## config.mk

```make
export PLATFORM = sky130hd
export DESIGN_NAME = timer_ctrl
export DESIGN_NICKNAME = d
export VERILOG_FILES = /design/src/rtl/timer_ctrl.sv
export SDC_FILE = /design/constraint.sdc
export NUM_CORES = 1
export LEC_CHECK = 0
export CORE_UTILIZATION = 37
export CTS_CLUSTER_SIZE = 20
export DETAILED_ROUTE_END_ITERATION = 6
export PLACE_DENSITY = 0.62
export SYNTH_ARGS = -nofsm -noshare
export SYNTH_HDL_FRONTEND = slang
export SYNTH_SLANG_ARGS = --single-unit
export TNS_END_PERCENT = 30
```

## constraint.sdc

```tcl
create_clock -name clk -period 8.1 [get_ports clk]
set_input_delay 2.025 -clock clk [delete_from_list [all_inputs] [get_ports clk]]
set_output_delay 2.025 -clock clk [all_outputs]
set_load 0.03 [all_outputs]
```

## src/rtl/timer_ctrl.sv

```systemverilog
// ---------------------------------------------------------------------------
// timer_ctrl
//
// Memory-mapped interval timer with a free-running system tick counter.
// Software programs a reload value (TH), a running count (TL) and a small
// control/status register (TCON). When counting is enabled, TL counts up
// once per clock. When TL reaches all-ones, the next edge reloads it from TH.
// If interrupts are enabled, that same edge also sets the interrupt flag.
// SYSTICK counts every clock and is read-only.
//
// Register map (byte addresses):
//    0x40000000  TH       reload value, R/W
//    0x40000004  TL       running count, R/W
//    0x40000008  TCON     [0] count enable, [1] irq enable, [2] irq flag
//    0x40000024  SYSTICK  free-running cycle count, read-only
//
// Ports:
//    clk        clock, all state updates on the rising edge
//    reset      asynchronous active-high reset
//    addr       byte address of the bus access
//    wdata      store data
//    mem_write  store strobe, sampled at the clock edge
//    mem_read   load strobe
//    rdata      load data, combinational, zero when not reading or no hit
//    hit        combinational, high when addr selects one of our registers
//    irq        registered interrupt request (TCON[1] & TCON[2])
// ---------------------------------------------------------------------------
module timer_ctrl (
   input  logic        clk,
   input  logic        reset,
   input  logic [31:0] addr,
   input  logic [31:0] wdata,
   input  logic        mem_write,
   input  logic        mem_read,
   output logic [31:0] rdata,
   output logic        hit,
   output logic        irq
);

   localparam logic [31:0] ADDR_TH      = 32'h4000_0000;
   localparam logic [31:0] ADDR_TL      = 32'h4000_0004;
   localparam logic [31:0] ADDR_TCON    = 32'h4000_0008;
   localparam logic [31:0] ADDR_SYSTICK = 32'h4000_0024;
   localparam logic [31:0] ALL_ONES     = 32'hFFFF_FFFF;

   logic [31:0] th_q, th_d;
   logic [31:0] tl_q, tl_d;
   logic [2:0]  tcon_q, tcon_d;
   logic [31:0] systick_q, systick_d;
   logic        irq_q, irq_d;

   logic selTh, selTl, selTcon, selSystick;
   logic wrTh, wrTl, wrTcon;
   logic countEn, overflow;

   // Full 32-bit address decode. Any other address falls outside the block.
   always_comb begin
      selTh      = (addr == ADDR_TH);
      selTl      = (addr == ADDR_TL);
      selTcon    = (addr == ADDR_TCON);
      selSystick = (addr == ADDR_SYSTICK);
      hit        = selTh | selTl | selTcon | selSystick;
   end

   // SYSTICK has no write strobe, so stores to it are dropped here.
   always_comb begin
      wrTh   = mem_write & selTh;
      wrTl   = mem_write & selTl;
      wrTcon = mem_write & selTcon;
   end

   // The count step and the overflow test both use the registered TCON.
   // A TCON store therefore only affects counting from the following edge.
   always_comb begin
      countEn  = tcon_q[0];
      overflow = countEn & (tl_q == ALL_ONES);
   end

   // Read mux. It shows the current register contents, so a store and a
   // load to the same register in one cycle return the pre-edge value.
   always_comb begin
      rdata = 32'h0;
      if (mem_read) begin
         if (selTh) begin
            rdata = th_q;
         end else if (selTl) begin
            rdata = tl_q;
         end else if (selTcon) begin
            rdata = {29'b0, tcon_q};
         end else if (selSystick) begin
            rdata = systick_q;
         end
      end
   end

   // TL next state. A software store takes priority over counting. On an
   // overflow edge the reload uses the TH value held before that edge, so
   // a TH store on the same edge only affects later reloads.
   always_comb begin
      tl_d = tl_q;
      if (wrTl) begin
         tl_d = wdata;
      end else if (overflow) begin
         tl_d = th_q;
      end else if (countEn) begin
         tl_d = tl_q + 32'd1;
      end
   end

   // TH is a plain software register.
   always_comb begin
      th_d = th_q;
      if (wrTh) begin
         th_d = wdata;
      end
   end

   // TCON next state. Software may rewrite all three bits. When an overflow
   // with interrupts enabled lands on the same edge as a store, the flag is
   // still set, so an interrupt is never lost to a racing store.
   always_comb begin
      tcon_d = tcon_q;
      if (wrTcon) begin
         tcon_d = wdata[2:0];
      end
      if (overflow && tcon_q[1]) begin
         tcon_d[2] = 1'b1;
      end
   end

   // irq is computed from the post-edge TCON. This keeps it aligned with
   // the flag in the same cycle, instead of trailing it by one clock.
   always_comb begin
      irq_d     = tcon_d[1] & tcon_d[2];
      systick_d = systick_q + 32'd1;
   end

   // State registers. Reset clears everything immediately. Counting then
   // stays stopped until software sets the enable bit again.
   always_ff @(posedge clk or posedge reset) begin
      if (reset) begin
         th_q      <= 32'h0;
         tl_q      <= 32'h0;
         tcon_q    <= 3'b000;
         systick_q <= 32'h0;
         irq_q     <= 1'b0;
      end else begin
         th_q      <= th_d;
         tl_q      <= tl_d;
         tcon_q    <= tcon_d;
         systick_q <= systick_d;
         irq_q     <= irq_d;
      end
   end

   assign irq = irq_q;

endmodule

```

==> results of run 1 <==
[critical path, stage by stage]
cell             delay [ns]
clkdlybuf4s50_1        0.39
or4_1                  0.53
or3_1                  0.47
nor2_1                 0.31
nand2_1                0.37
buf_4                  0.34
o21ai_0                0.20
clkdlybuf4s50_1        0.70
[registers in the layout (all words and copies together) (netlist names)]
name / flops
systick_q: 32
th_q: 32
tl_q: 32
tcon_q: 3
irq: 1
[kinds of logic (layout without fill, tap and decap cells)]
family,count (synthesis),in the layout,synth area share [%]
AOI/OAI and AO/OA,160,160,16.8
and+or+nand+nor,260,260,24.2
xor gates and xnor gates,39,39,5.65
muxes,39,39,7.13
buffers and inverters,64,141,4.41
DFF,100,100,41.4
adders and majority gates,2,2,0.414
[final cells by class]
| class | instances | area, µm² |
|---|---|---|
| Inverter | 13 | 51.3 |
| Multi-Input combinational cell | 500 | 3280 |
| Clock inverter | 4 | 47.5 |
| Fill cell | 1554 | 8380 |
| Tap cell | 216 | 270 |
| Timing Repair Buffer | 112 | 1090 |
| Sequential cell | 100 | 2500 |
| Clock buffer | 12 | 256 |
[metal layers]
metal	vias to the layer above	GRT usage [%]	wire, µm
met1	2752	30.7	8260
met2	222	37.5	8980
li1	2631	-	-
met5	-	0	0
met3	27	4.88	1050
met4	0	7.52	332
[where the power goes]
part           internal [µW]  switching, µW
logic                   33.2           27.6
registers                499        0.00618
clock network            255            188
[worst max path at each step]
stage | start | end | slack (ns) | depth (start not counted)
floorplan | addr[11] | rdata[21] | 1.69 | 8
global placement | addr[11] | rdata[16] | 0.81 | 8
detailed placement | addr[11] | rdata[31] | 0.73 | 8
CTS | addr[11] | rdata[31] | 0.72 | 8
global route | addr[11] | rdata[26] | 0.54 | 8
finish | addr[11] | rdata[31] | 0.74 | 8
[per-stage QoR]
stage               instance area (µm²)  hold slack (ns)  util, %  std cells
CTS                                7500            0.475     47.2        957
global placement                   7200            0.459     45.3        941
floorplan                          6040            0.442        -        664
global route                       7500            0.495     47.2        957
detailed placement                 7200            0.466     45.3        941
finish                             7500            0.472     47.2        957
[layout by cell type, fill, tap and decap left out, types with 7 or more instances in the layout]
master           netlist  final
a21oi_1               26     26
a22oi_1               32     32
a31oi_1               11     11
and3_1                16     16
and4_1                12     12
buf_4                  0     11
clkbuf_16              0      9
clkdlybuf4s50_1        0    101
dfrtp_1              100    100
inv_1                 13     12
mux2_2                32     32
mux2i_1                7      7
nand2_1               59     59
nand3_1               41     41
nand4_1               22     22
nand4b_1              20     20
nor2_1                35     35
nor3_1                11      9
nor4_1                16     16
o211ai_1              11     11
o21ai_0               50     50
o31ai_1                9      9
xnor2_1               21     21
xor2_1                18     18
==> flow_summary.ini, run 1 <==
[run_status]
outcome = finished clean

[floorplan]
start_util_pct = 38.0
dieArea_mm2 = 0.0168
die_h_um = 130
pin_count = 102
coreArea_mm2 = 0.0159
die_w_um = 130
rows = 46

[detailed_routing]
post_drt_wl_per_cell_um = 19.4
via_per_inst = 5.89
vias = 5632
drt_wl_total_um = 18600
drc = 0
drt_iter0_markers = 665
first_pass_iters = 5
antenna_left = 0

[cts]
htree_levels = 3
post-cts-setup-buffers = 0
clock_latency_ns = 0.35
clock-sinks = 100
ctsLongestPathBuffers = 2
holdBufCountCts = 0
path_clk_slew_ns = 0.06
cts_buffers = 9
cts.repair.resized = 0
tritoncts = built
root_buffer = clkbuf_16

[synthesis]
synth_cells = 664
synth.avg_cell_area_um2 = 9.10
yosysMostFrequentCell = dfrtp_1
seq_area_frac_synth_pct = 41.4
synthDistinctLibCells = 51
synth_top_cell_area_share_pct = 41.4
netlist_area_mm2 = 0.00604
synth-main-ff-cell = dfrtp_1
yosys-top-cells-count = 100 x dfrtp_1, 59 x nand2_1, 50 x o21ai_0
synthArstFlopShare_pct = 100
synth_top_cell_by_area = dfrtp_1
syn_nets = 734
synth_area_leaders = dfrtp_1 41%, mux2_2 6.0%, o21ai_0 4.1%
synth-edff-count = 0
yosys_warnings = 0
synth-seq-cells = 100

[min_path]
hp-class = register to register
min_to = systick_q[31]
min_path_cells = 1
hp-start = systick_q[31]

[sta]
worstMarginPinSlew_ns = 1.12
max_freq_ghz = 0.136
tns_ns = 0
setup_viol = 0
hold_violations = 0
finClkSkew_ns = 0.00492
grt_setup_unrepaired = no
fin_crit_sh_pct = 90.9
min_period_ns = 7.36
relSlewSlack_pct = 25.2
fin_ws_ns = 0.737
finalMaxSlewViolations = 0

[setup_path]
start_kind = primary input
r2r_end = tl_q[17]
required_ns = 6.08
end_kind = output port
rrSetupSlack_ns = 4.15
worst-path-max-fanout = 16
worstRegToRegCells = 7
arrival_ns = 5.34
reg2reg_from = tcon_q[0]
path_class = primary input to output port

[power_and_ir_drop]
p_per_area_mw_per_mm2 = 134
p_total_uw = 1000
irDropWorstVdd_uv = 97.4
power.leakage_uw = 0.00302

[global_routing]
grt_max_degree = 54
first_global_vias = 5605
antenna_found_initial = 0
track_usage_pct = 23.1
grt_pass1_wl_um = 29800
grt_overflow = 0

[job]
cap_violations = 0

[final_layout]
area_growth_pct = 24.2
nets = 806
diodes = 0
layout-drive-gt1-share_pct = 9.31

[placement]
portBuffers = 101
dp_slack_ns = 0.731
gp_congestion = 0.868
hpwl_um = 13100
Power figures use the tool's default switching activity.
==> inputs of run 2 (changes only) <==
--- a/config.mk
+++ b/config.mk
@@ -5,10 +5,10 @@
 export SDC_FILE = /design/constraint.sdc
 export NUM_CORES = 1
 export LEC_CHECK = 0
-export CORE_UTILIZATION = 37
+export CORE_UTILIZATION = 35
 export CTS_CLUSTER_SIZE = 20
 export DETAILED_ROUTE_END_ITERATION = 6
-export PLACE_DENSITY = 0.62
+export PLACE_DENSITY = 0.6
 export SYNTH_ARGS = -nofsm -noshare
 export SYNTH_HDL_FRONTEND = slang
 export SYNTH_SLANG_ARGS = --single-unit
==> run 2 against run 1 <==
Via count increased by 0.75%. Routed wire length up 1.3%. Power shrank 3.6%. Clock skew up 0.00090 ns. Maximum frequency shrank 1.9%. Global-route usage is 1.1 points lower. Critical path depth stayed put.
==> flow_summary.ini, run 2 (same netlist as run 1, synthesis figures left out) <==
[run_status]
outcome = finished clean

[placement]
hpwl_um = 13300
dp_slack_ns = 0.634
gp_congestion = 0.886
portBuffers = 101

[detailed_routing]
vias = 5674
antenna_left = 0
post_drt_wl_per_cell_um = 19.6
drt_wl_total_um = 18900
via_per_inst = 5.89
first_pass_iters = 5
drt_iter0_markers = 427
drc = 0

[floorplan]
dieArea_mm2 = 0.0178
die_w_um = 133
die_h_um = 133
start_util_pct = 36.2
rows = 47
coreArea_mm2 = 0.0167
pin_count = 102

[sta]
tns_ns = 0
finClkSkew_ns = 0.00582
grt_setup_unrepaired = no
finalMaxSlewViolations = 0
worstMarginPinSlew_ns = 1.07
fin_ws_ns = 0.598
relSlewSlack_pct = 27.9
min_period_ns = 7.50
hold_violations = 0
max_freq_ghz = 0.133
fin_crit_sh_pct = 92.6
whs_ns = 0.487
setup_viol = 0

[final_layout]
fillers = 1630
area_growth_pct = 24.1
layout_common_cells = 101 x clkdlybuf4s50_1, 100 x dfrtp_1, 59 x nand2_1
final_common_cell = clkdlybuf4s50_1
nets = 809
top_regs = systick_q: 32 flops, th_q: 32 flops, tl_q: 32 flops
layout-drive-gt1-share_pct = 9.68
diodes = 0

[cts]
htree_levels = 3
clock_latency_ns = 0.35
holdBufCountCts = 0
cts.repair.resized = 0
post-cts-setup-buffers = 0
cts_buffers = 9
clock-sinks = 100
tritoncts = built
ctsLongestPathBuffers = 2
root_buffer = clkbuf_16
path_clk_slew_ns = 0.06

[setup_path]
path_class = primary input to output port
start_kind = primary input
arrival_ns = 5.48
required_ns = 6.08
worst-path-max-fanout = 15
end_kind = output port

[global_routing]
grt_max_degree = 77
grt_pass1_wl_um = 30600
antenna_found_initial = 0
grt_overflow = 0
first_global_vias = 5773
track_usage_pct = 21.9

[power_and_ir_drop]
power.leakage_uw = 0.00302
p_per_area_mw_per_mm2 = 129
irDropWorstVdd_uv = 89.4

[min_path]
hp-class = register to register

[job]
cap_violations = 0
[run 2: changes by cell type in the layout (fill, tap and decap cells not counted)]
| cell | before | now |
|---|---|---|
| buf_4 | 11 | 14 |
| bufinv_16 | 1 | 0 |
| clkbuf_8 | 2 | 1 |
| clkinv_2 | 2 | 4 |
[run 2: layer usage]
layer | wire, µm | track usage [%] | vias to the layer above | part of all wire, %
li1 | - | - | 2638 | -
met1 | 8340 | 28.8 | 2770 | 44
met2 | 8750 | 34.7 | 228 | 46
met3 | 1170 | 4.07 | 38 | 6.2
met4 | 602 | 11.0 | 0 | 3.2
met5 | 0 | 0 | - | 0
[run 2: cell type report]
class / instances / area, µm² / share of cell area [%]
tap: 220 / 275 / 3.67
inverter: 13 / 51.3 / 0.684
sequential: 100 / 2500 / 33.4
multi-input combinational: 500 / 3280 / 43.8
clock inverter: 5 / 27.5 / 0.367
clock buffer: 11 / 243 / 3.24
timing repair buffer: 115 / 1120 / 14.9
[run 2: final timing paths]
path,slack (ns),start,depth (start not counted),endpoint
min in group asynchronous,1.98,reset,2,th_q[15]
worst min register to register,0.49,systick_q[31],1,systick_q[31]
worst max register to register,5.04,tcon_q[0],8,tl_q[31]
worst max-delay path,0.60,addr[11],8,rdata[26]
max in group asynchronous,4.79,reset,3,tl_q[5]
worst min-delay path,0.49,systick_q[31],1,systick_q[31]
[run 2: report_power, final]
group | switching, µW | internal, µW
Clock | 192 | 215
Sequential | 0.00604 | 499
Combinational | 27.9 | 33.2
[run 2: critical path, stage by stage]
cell and delay, ns:
clkdlybuf4s50_1 0.39, or4_1 0.53, or3_1 0.47, nor2_1 0.34
nand2_1 0.44, buf_4 0.37, o21ai_0 0.20, clkdlybuf4s50_1 0.70
[run 2: through the flow]
step	utilization (%)	instance area, µm²	instances	power (µW)
2_1_floorplan	-	6040	664	526
3_3_place_gp	43.3	7230	948	570
3_5_place_dp	43.3	7230	948	571
4_1_cts	44.9	7500	964	977
5_1_grt	44.9	7500	964	1000
6_report	44.9	7500	964	967
